**src/rtl/alu_ctrl_pkg.sv**
```systemverilog
// Shared types and constants for the ALU command controller.
// Frame opcodes, controller states and ALU function-group codes.
package alu_ctrl_pkg;

  typedef enum logic [2:0] {
    IDLE,
    LD_A,
    LD_B,
    LD_FUN,
    WAIT,
    TX
  } state_e;

  localparam logic [7:0] CMD_FULL  = 8'hCC;
  localparam logic [7:0] CMD_REUSE = 8'hDD;

  localparam logic [1:0] GRP_ARITH = 2'd0;
  localparam logic [1:0] GRP_LOGIC = 2'd1;
  localparam logic [1:0] GRP_CMP   = 2'd2;
  localparam logic [1:0] GRP_SHIFT = 2'd3;

endpackage

```
**src/rtl/byte_ser.sv**
```systemverilog
// Result serialiser: holds the captured result and sends it LSB byte first.
// Ports: clk/rst, load+din capture, busy handshake in, data/vld out, done pulse.
module byte_ser #(
  parameter int OP_WIDTH = 16,
  parameter int BYTE_W   = 8
) (
  input  logic                clk,
  input  logic                rst,
  input  logic                load,
  input  logic [OP_WIDTH-1:0] din,
  input  logic                busy,
  output logic [BYTE_W-1:0]   data,
  output logic                vld,
  output logic                done
);

  localparam int NB = OP_WIDTH / BYTE_W;
  localparam int IW = $clog2(NB) + 1;
  localparam logic [IW-1:0] LAST = IW'(NB - 1);

  logic [OP_WIDTH-1:0] res_q;
  logic [IW-1:0]       idx;
  logic [IW-1:0]       idx_nxt;
  logic                accept;

  assign accept  = vld & ~busy;
  assign done    = accept & (idx == LAST);
  assign idx_nxt = idx + 1'b1;

  always_ff @(posedge clk) begin
    if (rst) begin
      res_q <= '0;
      idx   <= '0;
      vld   <= 1'b0;
      data  <= '0;
    end else if (load) begin
      res_q <= din;
      idx   <= '0;
      vld   <= 1'b1;
      data  <= din[BYTE_W-1:0];
    end else if (accept) begin
      if (idx == LAST) begin
        // Data is left holding the last byte; only vld drops.
        vld <= 1'b0;
        idx <= '0;
      end else begin
        idx  <= idx_nxt;
        data <= res_q[BYTE_W*int'(idx_nxt) +: BYTE_W];
      end
    end
  end

endmodule

```
**src/rtl/alu_cmd_ctrl.sv**
```systemverilog
// ALU command controller: parses CC/DD frames, drives the ALU, returns result.
// Ports: RX byte strobe in, ALU operands/fun out, ALU results+flags in, TX out.
module alu_cmd_ctrl
  import alu_ctrl_pkg::*;
#(
  parameter int OP_WIDTH = 16,
  parameter int BYTE_W   = 8
) (
  input  logic                CLK,
  input  logic                RST,
  input  logic [BYTE_W-1:0]   RX_P_DATA,
  input  logic                RX_D_VLD,
  output logic [OP_WIDTH-1:0] ALU_A,
  output logic [OP_WIDTH-1:0] ALU_B,
  output logic [3:0]          ALU_FUN,
  input  logic [OP_WIDTH-1:0] Arith_OUT,
  input  logic [OP_WIDTH:0]   Logic_OUT,
  input  logic [1:0]          CMP_OUT,
  input  logic [OP_WIDTH-1:0] SHIFT_OUT,
  input  logic                Arith_Flag,
  input  logic                Logic_Flag,
  input  logic                CMP_Flag,
  input  logic                SHIFT_Flag,
  output logic [BYTE_W-1:0]   TX_P_DATA,
  output logic                TX_D_VLD,
  input  logic                TX_BUSY,
  output logic                CTRL_BUSY
);

  localparam int NB = OP_WIDTH / BYTE_W;
  localparam int CW = $clog2(NB) + 1;
  localparam logic [CW-1:0] LAST = CW'(NB - 1);

  state_e              state;
  state_e              state_nxt;
  logic [CW-1:0]       cnt;
  logic [CW-1:0]       cnt_nxt;
  logic                ld_a;
  logic                ld_b;
  logic                ld_fun;
  logic                load;
  logic                done;
  logic                sel_flag;
  logic [OP_WIDTH-1:0] result;
  logic                unused_logic_msb;

  // Logic carry-out bit is not returned to the host.
  assign unused_logic_msb = Logic_OUT[OP_WIDTH];

  always_comb begin
    sel_flag = 1'b0;
    result   = '0;
    unique case (ALU_FUN[3:2])
      GRP_ARITH: begin
        sel_flag = Arith_Flag;
        result   = Arith_OUT;
      end
      GRP_LOGIC: begin
        sel_flag = Logic_Flag;
        result   = Logic_OUT[OP_WIDTH-1:0];
      end
      GRP_CMP: begin
        sel_flag = CMP_Flag;
        result   = {{(OP_WIDTH-2){1'b0}}, CMP_OUT};
      end
      GRP_SHIFT: begin
        sel_flag = SHIFT_Flag;
        result   = SHIFT_OUT;
      end
    endcase
  end

  always_comb begin
    state_nxt = state;
    cnt_nxt   = cnt;
    ld_a      = 1'b0;
    ld_b      = 1'b0;
    ld_fun    = 1'b0;
    load      = 1'b0;
    unique case (state)
      IDLE: begin
        if (RX_D_VLD) begin
          if (RX_P_DATA == CMD_FULL)
            state_nxt = LD_A;
          else if (RX_P_DATA == CMD_REUSE)
            state_nxt = LD_FUN;
        end
      end
      LD_A: begin
        if (RX_D_VLD) begin
          ld_a = 1'b1;
          if (cnt == LAST) begin
            cnt_nxt   = '0;
            state_nxt = LD_B;
          end else begin
            cnt_nxt = cnt + 1'b1;
          end
        end
      end
      LD_B: begin
        if (RX_D_VLD) begin
          ld_b = 1'b1;
          if (cnt == LAST) begin
            cnt_nxt   = '0;
            state_nxt = LD_FUN;
          end else begin
            cnt_nxt = cnt + 1'b1;
          end
        end
      end
      LD_FUN: begin
        if (RX_D_VLD) begin
          ld_fun    = 1'b1;
          state_nxt = WAIT;
        end
      end
      WAIT: begin
        if (sel_flag) begin
          load      = 1'b1;
          state_nxt = TX;
        end
      end
      TX: begin
        if (done)
          state_nxt = IDLE;
      end
      default: state_nxt = IDLE;
    endcase
  end

  always_ff @(posedge CLK) begin
    if (RST) begin
      state     <= IDLE;
      cnt       <= '0;
      CTRL_BUSY <= 1'b0;
    end else begin
      state     <= state_nxt;
      cnt       <= cnt_nxt;
      CTRL_BUSY <= (state_nxt != IDLE);
    end
  end

  always_ff @(posedge CLK) begin
    if (RST) begin
      ALU_A   <= '0;
      ALU_B   <= '0;
      ALU_FUN <= '0;
    end else begin
      if (ld_a)
        ALU_A[BYTE_W*int'(cnt) +: BYTE_W] <= RX_P_DATA;
      if (ld_b)
        ALU_B[BYTE_W*int'(cnt) +: BYTE_W] <= RX_P_DATA;
      if (ld_fun)
        ALU_FUN <= RX_P_DATA[3:0];
    end
  end

  byte_ser #(
    .OP_WIDTH(OP_WIDTH),
    .BYTE_W  (BYTE_W)
  ) u_ser (
    .clk (CLK),
    .rst (RST),
    .load(load),
    .din (result),
    .busy(TX_BUSY),
    .data(TX_P_DATA),
    .vld (TX_D_VLD),
    .done(done)
  );

endmodule

```
**config.mk**
```make
export PLATFORM = sky130hd
export DESIGN_NAME = alu_cmd_ctrl
export DESIGN_NICKNAME = d
export VERILOG_FILES = /design/src/rtl/alu_ctrl_pkg.sv /design/src/rtl/byte_ser.sv /design/src/rtl/alu_cmd_ctrl.sv
export SDC_FILE = /design/constraint.sdc
export NUM_CORES = 1
export LEC_CHECK = 0
export CORE_MARGIN = 2
export CORE_UTILIZATION = 45
export DETAILED_ROUTE_END_ITERATION = 6
export DONT_BUFFER_PORTS = 1
export SKIP_CTS_REPAIR_TIMING = 1
export SLEW_MARGIN = 30
export SYNTH_ARGS = -nofsm -noshare
export SYNTH_HDL_FRONTEND = slang
export SYNTH_SLANG_ARGS = --single-unit
```
**constraint.sdc**
```tcl
create_clock -name CLK -period 5.5 [get_ports CLK]
set_clock_uncertainty 0.15 [all_clocks]
set_input_delay 1.65 -clock CLK [delete_from_list [all_inputs] [get_ports CLK]]
set_output_delay 1.65 -clock CLK [all_outputs]
set_load 0.02 [all_outputs]
```
======== After elaboration in Yosys (flattened, before gate mapping) ========
Index checks and enable logic that the tools add are counted.
word-level totals
  flip-flop bits (word level) ............. 69
  input port bits ......................... 67
  output and inout port bits .............. 46
cells by class
  $add $sub $neg .......................... 3
  equal/unequal tests ..................... 13
  shifts and indexed selects .............. 3
  multiplexer cells ....................... 29
  bitwise logic cells ..................... 3
  reduce and logical (&&, ||, !) cells .... 10
operator list
  operator                                               number
  one-hot mux 16 bit (4 select lines)                    1
  negation 5 -> 33 bit                                   1
  variable shift 8 x 33 -> 16 bit, first input constant  1
  variable part select 8 x 33 -> 16 bit                  1
  bitwise mux 16 bit                                     2
  2-to-1 mux 3 bit                                       10
  2-to-1 mux 8 bit                                       3
  one-hot mux 3 bit (6 select lines)                     1
  equality test 8 bit, second input constant             2
  variable part select 16 x 6 -> 8 bit                   1
  2-to-1 mux 1 bit                                       9
  equality test 2 x 1 -> 1 bit, second input constant    3
  equality test 3 x 2 -> 1 bit, second input constant    2
  equality test 3 bit, second input constant             2
  AND reduction 2 bit                                    3
  adder 2 x 1 -> 2 bit, second input constant            2
  equality test 2 bit, second input constant             2
  2-to-1 mux 2 bit                                       2
  one-hot mux 1 bit (4 select lines)                     1
  nonzero test 2 bit                                     2
  OR reduction 2 bit                                     2
  equality test 3 x 1 -> 1 bit, second input constant    1
  zero test 3 bit                                        1
  nonzero test 3 bit                                     1
  4 further kinds                                        5

======== Longest topological paths before layout ========
Gate-level depths: netlist (run 1).
  word-level depth ........................ 6
  gate-level depth with buffers ........... 8

======== Cells and area by module ========
A second synthesis (run 1) with hierarchy kept.
second synthesis, totals
  cells, all modules ...................... 356
  area total of the unflattened synthesis .. 3388.2 µm²
modules (own cells, without submodules)
  module        instances  cells an instance  area an instance (µm²)  seq. area each (µm²)
  alu_cmd_ctrl  1          239                2195.9                  840.8
  byte_ser      1          117                1192.4                  540.5

======== Least setup slack after synthesis (run 1) ========
OpenSTA, ideal clock, no wires.
  path kind ............................... input to register
  start ................................... input port TX_BUSY
  end ..................................... register u_ser.data[7]
  library setup time ...................... 0.133 ns
  arrival time ............................ 2.822 ns
  required time ........................... 5.217 ns
  slack ................................... 2.394 ns
  cell stages on the path ................. 5
  cell sequence ........................... or3b_2 clkbuf_1 clkbuf_1 a221oi_1 a311oi_1
between the ends
  longest elaborated chain between the ends .. 4
ends and longest elaborated chain
  what                           RTL line            RTL
  start, declared                alu_cmd_ctrl.sv:26  input logic TX_BUSY,
  inverter 1 bit                 byte_ser.sv:26      assign accept = vld & ~busy;
  AND 1 bit                      byte_ser.sv:26
  nonzero test 2 bit (no line)   -
  AND reduction 2 bit (no line)  -
  end signal, assigned           byte_ser.sv:40      data <= din[BYTE_W-1:0];
  end signal, assigned           byte_ser.sv:48      data <= res_q[BYTE_W*int'(idx_nxt) +: BYTE_W];
  end, declared                  byte_ser.sv:12      output logic [BYTE_W-1:0] data,
No other way between the ends.
A chain may end at the register's enable or synchronous reset.

======== Final worst setup path (run 1) ========
  start ................................... input port SHIFT_Flag
  end ..................................... register u_ser.data[5]
between the ends
  longest elaborated chain between the ends .. 5
ends and longest elaborated chain
  what                                                                          RTL line             RTL
  start, declared                                                               alu_cmd_ctrl.sv:23   input logic SHIFT_Flag,
  one-hot mux 1 bit (4 select lines) (*)                                        alu_cmd_ctrl.sv:53   unique case (ALU_FUN[3:2])
  2-to-1 mux 1 bit (*)                                                          alu_cmd_ctrl.sv:118  if (sel_flag) begin
  2-to-1 mux 1 bit (*)                                                          alu_cmd_ctrl.sv:80   unique case (state)
  inequality test 2 bit (no line) / nonzero test 2 bit (equally long branches)  -
  AND reduction 2 bit (no line)                                                 -
Mark *: on every way between the ends. The rest lies on a longest branch, timed or not.

==> results summary, run 1 <==
The fill cell instance count of the final layout came out at 695. The delay contributed by the slowest stage of the critical path is 0.47 ns. The layout net count came out at around 430.

The number of max-slew violations in the final report came out at 0. The worst setup path is of the input pin to register kind. The number of buffers created by CTS is 9. The die height came out at 89.0 um. The number of flops mapped to enable cells by yosys came out at 0. The startpoint identified for the worst hold timing path is u_ser.res_q[2]. For the pin with the worst max-slew slack, the measured transition is 0.820 ns. Of the total synthesized cell area, the portion taken by full adders, half adders and majority gates is 0.0231.

The total via count in the routed design is 2698. The class of the tightest hold or removal check is register to register. The number of violations reported at the end of detailed-routing iteration 0 came out at 196. Dividing the detail-routed wire length by the instance count gives 17.8 um. The run finished with clean final reports. The maximum root-to-sink buffer count is 2. The area fraction in compound gates after synthesis was 0.166. The number of primary I/O pins came out at 113.

The synthesis warning total came out at 0. The global-route wire length before repair came out at 12300 um. The tool flagged a number of max-cap violations equal to 0.

After detailed routing, no signal wire sits above met4. Setup violations remaining at the end of the flow were counted as 0. The ratio of total power to cell area came out at 270 nW/um^2. TritonCTS built the clock tree. The final antenna diode count is 0. The cell depth of the worst flop-to-flop path came out at 6. The hold violation total from the final report is 0. The initial core utilization is 0.471. The final critical-path share of the clock period came out at 0.527. At the end of routability-driven placement, the weighted congestion stood at between 0.8 and 0.9. The instance count along the most critical hold path came out at 2. For this run, design rule violations remaining after detail routing come to 0. The mapped cell area came out at 3250 sq um. The highest clock frequency the design can meet is between 300 and 400 MHz. The largest area contributor in the synthesized netlist is sky130_fd_sc_hd__dfxtp_1. The via density per instance came out at 5.92. The shortest period the worst path allows is around 2.9 ns. Across every metal layer, demand over resource in global routing totals 0.208. The instance count of the mapped netlist is 372. The total die area is 7920 sq um. The count of H-tree levels built during CTS is 3. The data arrival time of the critical path came out at 2.95 ns. The number of antenna-violating nets in the routed design came out at 0. The initial antenna violation count is 0.

The first-pass iteration count of the detailed router came out at 5. The area growth from synthesis to layout is 6.27%. The post-synthesis register bit count is 69. The placeable core region is 6910 sq um. The average instance area after synthesis came out at 8.74 sq um. The number of global-route vias before repair is 2380. The routed metal-1 wire length came out at approximately 3700 um. In this run, distinct cell masters in the synthesized netlist total 39. Ranked by total cell area, the synthesized netlist is headed by sky130_fd_sc_hd__dfxtp_1 (42%), sky130_fd_sc_hd__a21oi_1 (5.5%), sky130_fd_sc_hd__nand2_1 (5.5%).

In this run the worst setup path begins at SHIFT_Flag. The maximum number of pins on one net before global-route repair is 67. The slowest stage of the critical path belongs to the cell sky130_fd_sc_hd__mux4_2. Of all nets on the critical path, the largest fanout is slightly below 50. On the critical path the largest part of the delay comes from multiplexers. The standby leakage power is 1.09 nW. The end of the worst register-to-register path is u_ser.data[5]. The critical path goes through mux4_2, nor4b_4, buf_4, a221oi_1, a311oi_1. The share of flip-flops with an asynchronous set or reset came out at 0. Summing all non-filler instances in the final layout gives an area of 3450 sq um. The detailed route wirelength on metal2 is 3410 um. Input and output buffers added on the ports amount to 0. The share of layout cells above drive strength 1 is 0.117. The peak ir drop on the vdd network is 0.000131 V. The simple-gate share of the synthesized area is 0.209. The part of the Yosys area used for sequential elements came out at 0.425. Among all flip-flop cells after synthesis, the most frequent one is sky130_fd_sc_hd__dfxtp_1. The final-layout setup total negative slack came out at 0 ns. The main combinational cell family by area after synthesis is simple AND/OR/NAND/NOR gates. The detailed-routed wire length on met3 is just under 800 um. The clock network latency to the later pin of the worst-skew pair came out at 0.34 ns. The clock-pin slew on the worst setup and hold paths came out at 0.08 ns. The placed wire-length estimate came out at 5460 um. The fraction of synthesized area in multiplexers is 0.122. The routed design has 8130 um of wire. The cell area after placement is 3250 sq um. Counting instances in the post-synthesis netlist gives the leading cell types as sky130_fd_sc_hd__dfxtp_1 (69), sky130_fd_sc_hd__nand2_1 (48), sky130_fd_sc_hd__nor2_1 (38). The share of synthesized area in the top cell type comes to 0.425.

The register-to-register setup slack came out at 2.84 ns. The horizontal die dimension came out at 89.0 um. The number of sinks on the clock net came out at 69. The XOR/XNOR share of the synthesized area is 0.00539.

Setup repair after global routing left no endpoint under its margin. The total congestion overflow came out at 0. The path with the worst hold slack has its endpoint at u_ser.res_q[2]. The most common cell in the synthesized netlist is sky130_fd_sc_hd__dfxtp_1. The root buffer cell chosen for the clock tree is sky130_fd_sc_hd__clkbuf_8. After floorplanning, the core was divided into 30 placement rows. The worst path buffer plus inverter count came out at 1. The worst setup path is captured at a register. The required time at the endpoint of the critical path is between 5 and 6 ns.

The tightest slew margin relative to the limit is 0.451. In this run the critical register-to-register path is launched from ALU_FUN[2]. The net count of the mapped netlist is 445. STA classifies the critical path startpoint as an input pin.
-- worst reg2reg max path: cells and delay by family (launching register included) --
family	cells	cell delay, ns
compound gates	2	0.38
flops	1	0.67
mux	1	0.55
simple gates	1	0.15
buf+inv	2	0.63
-- state kept, by name, indices dropped and copies added, names as in the netlist --
| name | flops |
|---|---|
| ALU_A | 16 |
| ALU_B | 16 |
| u_ser.res_q | 16 |
| u_ser.data | 8 |
| ALU_FUN | 4 |
| state | 3 |
| cnt | 2 |
| u_ser.idx | 2 |
| CTRL_BUSY | 1 |
| u_ser.vld | 1 |
-- logic make-up after synthesis --
| group | Yosys count |
|---|---|
| flops | 69 |
| mux | 34 |
| simple gates | 144 |
| xor+xnor | 2 |
| fa+ha+maj | 6 |
| buf+inv | 36 |
| compound gates | 81 |
-- layer usage --
metal,vias up,GRT usage
li1,1307,-
met1,1262,0.300
met2,114,0.275
met3,15,0.0674
met4,0,0.102
met5,-,0
-- stage by stage --
stage	setup WS (ns)	util	power, mW	hold slack [ns]	cells
3_5_place_dp	2.28	0.470	0.529	0.340	440
3_3_place_gp	2.29	0.470	0.529	0.325	440
2_1_floorplan	2.39	-	0.534	0.310	372
4_1_cts	2.65	0.499	0.942	0.350	456
6_report	2.60	0.500	0.934	0.350	456
5_1_grt	2.52	0.500	0.963	0.371	456
-- power breakdown --
group	internal, mW	switching (mW)	total (mW)
Sequential	0.499	0.000664	0.500
Combinational	0.0105	0.00670	0.0172
Clock	0.220	0.197	0.417
-- final cells by class --
type                       instances  area [sq um]  share of cell area
timing repair buffer               3          22.5             0.00652
sequential                        69          1380               0.400
clock inverter                     6          62.6              0.0181
clock buffer                      10           138              0.0398
tap                               96           120              0.0348
inverter                           5          18.8             0.00543
multi-input combinational        267          1710               0.495
-- cell usage in the layout (no fill, tap or decap), drive strengths merged --
cell,n
a41oi,1
clkinvlp,3
nor4b,1
buf,3
mux4,3
ha,6
nand3,31
nand2,48
nor2,38
dfxtp,69
nand4,4
or3b,1
and2,3
nor3b,1
a311oi,12
mux2,14
o21ai,2
nor3,6
and4b,1
mux2i,17
a21bo,1
and4bb,1
nand4b,1
bufinv,1
a21oi,36
inv,5
a22oi,8
a31oi,3
clkbuf,10
a32o,1
xnor2,1
nand2b,2
nand4bb,1
a211oi,8
a21o,1
clkinv,2
and3,2
nor2b,3
xor2,1
a221oi,8
-- worst max-delay path by stage --
stage	cells past startpoint	slack (ns)	endpoint
CTS	5	2.65	u_ser.data[3]
detailed placement	5	2.28	u_ser.data[3]
global route	5	2.52	u_ser.data[7]
floorplan	5	2.39	u_ser.data[7]
finish	5	2.60	u_ser.data[5]
global placement	5	2.29	u_ser.data[3]
Power figures use the tool's default switching activity.
==> run 2, diff against run 1 <==
==> constraint.sdc (replaced) <==
create_clock -name CLK -period 3 [get_ports CLK]
set_clock_uncertainty 0.15 [all_clocks]
set_input_delay 0.9 -clock CLK [delete_from_list [all_inputs] [get_ports CLK]]
set_output_delay 0.9 -clock CLK [all_outputs]
set_load 0.02 [all_outputs]
==> results summary, run 2 (synthesized netlist as in run 1, its figures left out) <==
The flow ran to the end, and the final reports show no timing, DRC or antenna violations. The global routing stage identified its most utilized layer as met1. The maximum root-to-sink buffer count came out at 2. The tightest min-delay check is of the register to register type. The total of endpoints with negative setup slack in the final report is 0. The standby leakage power is about 1.1 nW. The worst setup path is launched from a register. After global routing the overflow that remains totals 0. The number of antenna-violating nets in the routed design is 0. The top cell types in the final layout, fill and taps aside, are sky130_fd_sc_hd__dfxtp_1 (69), sky130_fd_sc_hd__nand2_1 (48), sky130_fd_sc_hd__nor2_1 (38). During I/O placement, the number of pins put on the boundary was 113. After the first detailed-routing iteration, the DRC count stood at ~170. In this run the critical register-to-register path is launched from cnt[0]. The largest registers in the layout are ALU_A (16), ALU_B (16), u_ser.res_q (16). The region available for standard cell placement spans 6910 sq um.

The hold violation total from the final report came out at 0. The count of H-tree levels built during CTS is 3. The critical path class is register to register.

The worst path needs 2.34 ns of the cycle, external delays included. For this design the ratio of total power to cell area is 534 nW/um^2. The number of clock buffers added by TritonCTS is 9. The global-route track usage on met2 came out at 0.276. The initial antenna violation count is 0. The first-pass iteration count of the detailed router is 4. The number of max-slew violations in the final report is 0. The horizontal die dimension is 89.0 um. The most common cell after layout, fill and taps aside is sky130_fd_sc_hd__dfxtp_1. VDD sags by at most ~0.00024 V. Setup slack closes at 0.657 ns. The number of sinks on the clock net is 69. Static timing analysis puts the maximum clock frequency at 427 MHz. The global router's overall resource usage is 0.201. Max-cap violations in this run came to 0. The worst hold path begins at u_ser.res_q[2]. The worst hold slack came out at roughly 0.34 ns. The via density per instance came out at approximately 5.9.

The routability-driven placement congestion ratio is 0.823. The data arrival time of the critical path came out at ~2.5 ns. Setup repair after global routing left no endpoint under its margin. The maximum fanout count along the critical path is 12.

The share of layout cells above drive strength 1 came out at 0.116. The layout net count came out at 430. The CTS tree is done. Before CTS, the worst setup slack after placement is ~0.64 ns. The required time at the endpoint of the critical path is 3.13 ns. The number of global-route vias before repair came out at 2292. The transition time at the pin with the least slew margin came out at 0.808 ns. The placement row count came out at 30. The maximum number of pins on one net before global-route repair is 67. Clock-pin slew was measured on the worst setup and hold paths at 0.08 ns.

The clock network latency to the later pin of the worst-skew pair is 0.35 ns. The placed wire-length estimate came out at about 5500 um. After routing, the total negative slack on setup checks comes to 0 ns.

In the global route stage, met1 resource usage came out at 0.292. The worst setup path startpoint is cnt[0]. During placement, the flow inserted port buffers numbering 0.

The post-detailed-route DRC marker count is 0. The global-route wire length before repair came out at 12000 um. The die height is 89.0 um. The initial core utilization is 0.471. For met3 alone, demand over resource in global routing was 0.0674. The average detailed-routed wire length per instance came out at ~18 um. The final antenna diode count is 0.

The tightest slew margin relative to the limit came out at 0.459. The area growth from synthesis to layout is 8.43%. The final critical-path share of the clock period came out at 0.781. The worst setup path is captured at a register. For this block, the routed nets add up to approximately 8200 um of wire. The routed layout has 2688 vias.

The total die area came out at 7920 sq um. The cell sitting at the root of the clock tree is a sky130_fd_sc_hd__clkbuf_8. The post-route total power is 1.88 mW.
[run 2: changes by cell type in the layout (fill, tap and decap cells not counted), moves of 2 or more]
cell,previous run,this run
sky130_fd_sc_hd__clkinv_4,0,3
sky130_fd_sc_hd__bufinv_16,1,3
sky130_fd_sc_hd__clkinv_2,2,0
sky130_fd_sc_hd__clkinvlp_4,3,1
sky130_fd_sc_hd__nor2_1,36,38
sky130_fd_sc_hd__nor2_2,2,0
[run 2: worst paths after layout]
path,endpoint,slack (ns),cells after the start
worst max register to register,ALU_A[12],0.66,6
worst min register to register,u_ser.res_q[2],0.34,2
worst min-delay path,u_ser.res_q[2],0.34,2
worst max-delay path,ALU_A[12],0.66,6
[run 2: stage by stage]
step / util / cell area [sq um] / instances
finish: 0.510 / 3520 / 458
global route: 0.510 / 3520 / 458
CTS: 0.510 / 3520 / 458
detailed placement: 0.474 / 3280 / 442
global placement: 0.474 / 3280 / 442
floorplan: - / 3250 / 372
[run 2: layout make-up]
type / instances / area [sq um]
Clock buffer: 9 / 124
Clock inverter: 7 / 124
Fill cell: 693 / 3380
Inverter: 5 / 18.8
Multi-Input combinational cell: 267 / 1710
Sequential cell: 69 / 1380
Tap cell: 96 / 120
Timing Repair Buffer: 5 / 50.0
[run 2: worst max-delay path: stages, from the launching register on]
cell and delay, ns:
sky130_fd_sc_hd__dfxtp_1 0.55, sky130_fd_sc_hd__inv_1 0.12, sky130_fd_sc_hd__ha_1 0.41, sky130_fd_sc_hd__nand2_1 0.07
sky130_fd_sc_hd__nor2_1 0.63, sky130_fd_sc_hd__nand3_1 0.17, sky130_fd_sc_hd__a21oi_1 0.15
[run 2: power breakdown]
part	leakage [nW]	switching, mW	total [mW]	internal, mW
Clock	0.120	0.378	0.934	0.556
Sequential	0.555	0.00123	0.917	0.915
Combinational	0.445	0.0127	0.0321	0.0194
[run 2: routing by layer]
metal / routed length (um) / part of all wire / vias up
met5: 0 / 0 / -
met4: 149 / 0.018 / 0
met3: 695 / 0.085 / 11
met2: 3400 / 0.42 / 90
met1: 3930 / 0.48 / 1274
li1: - / - / 1313
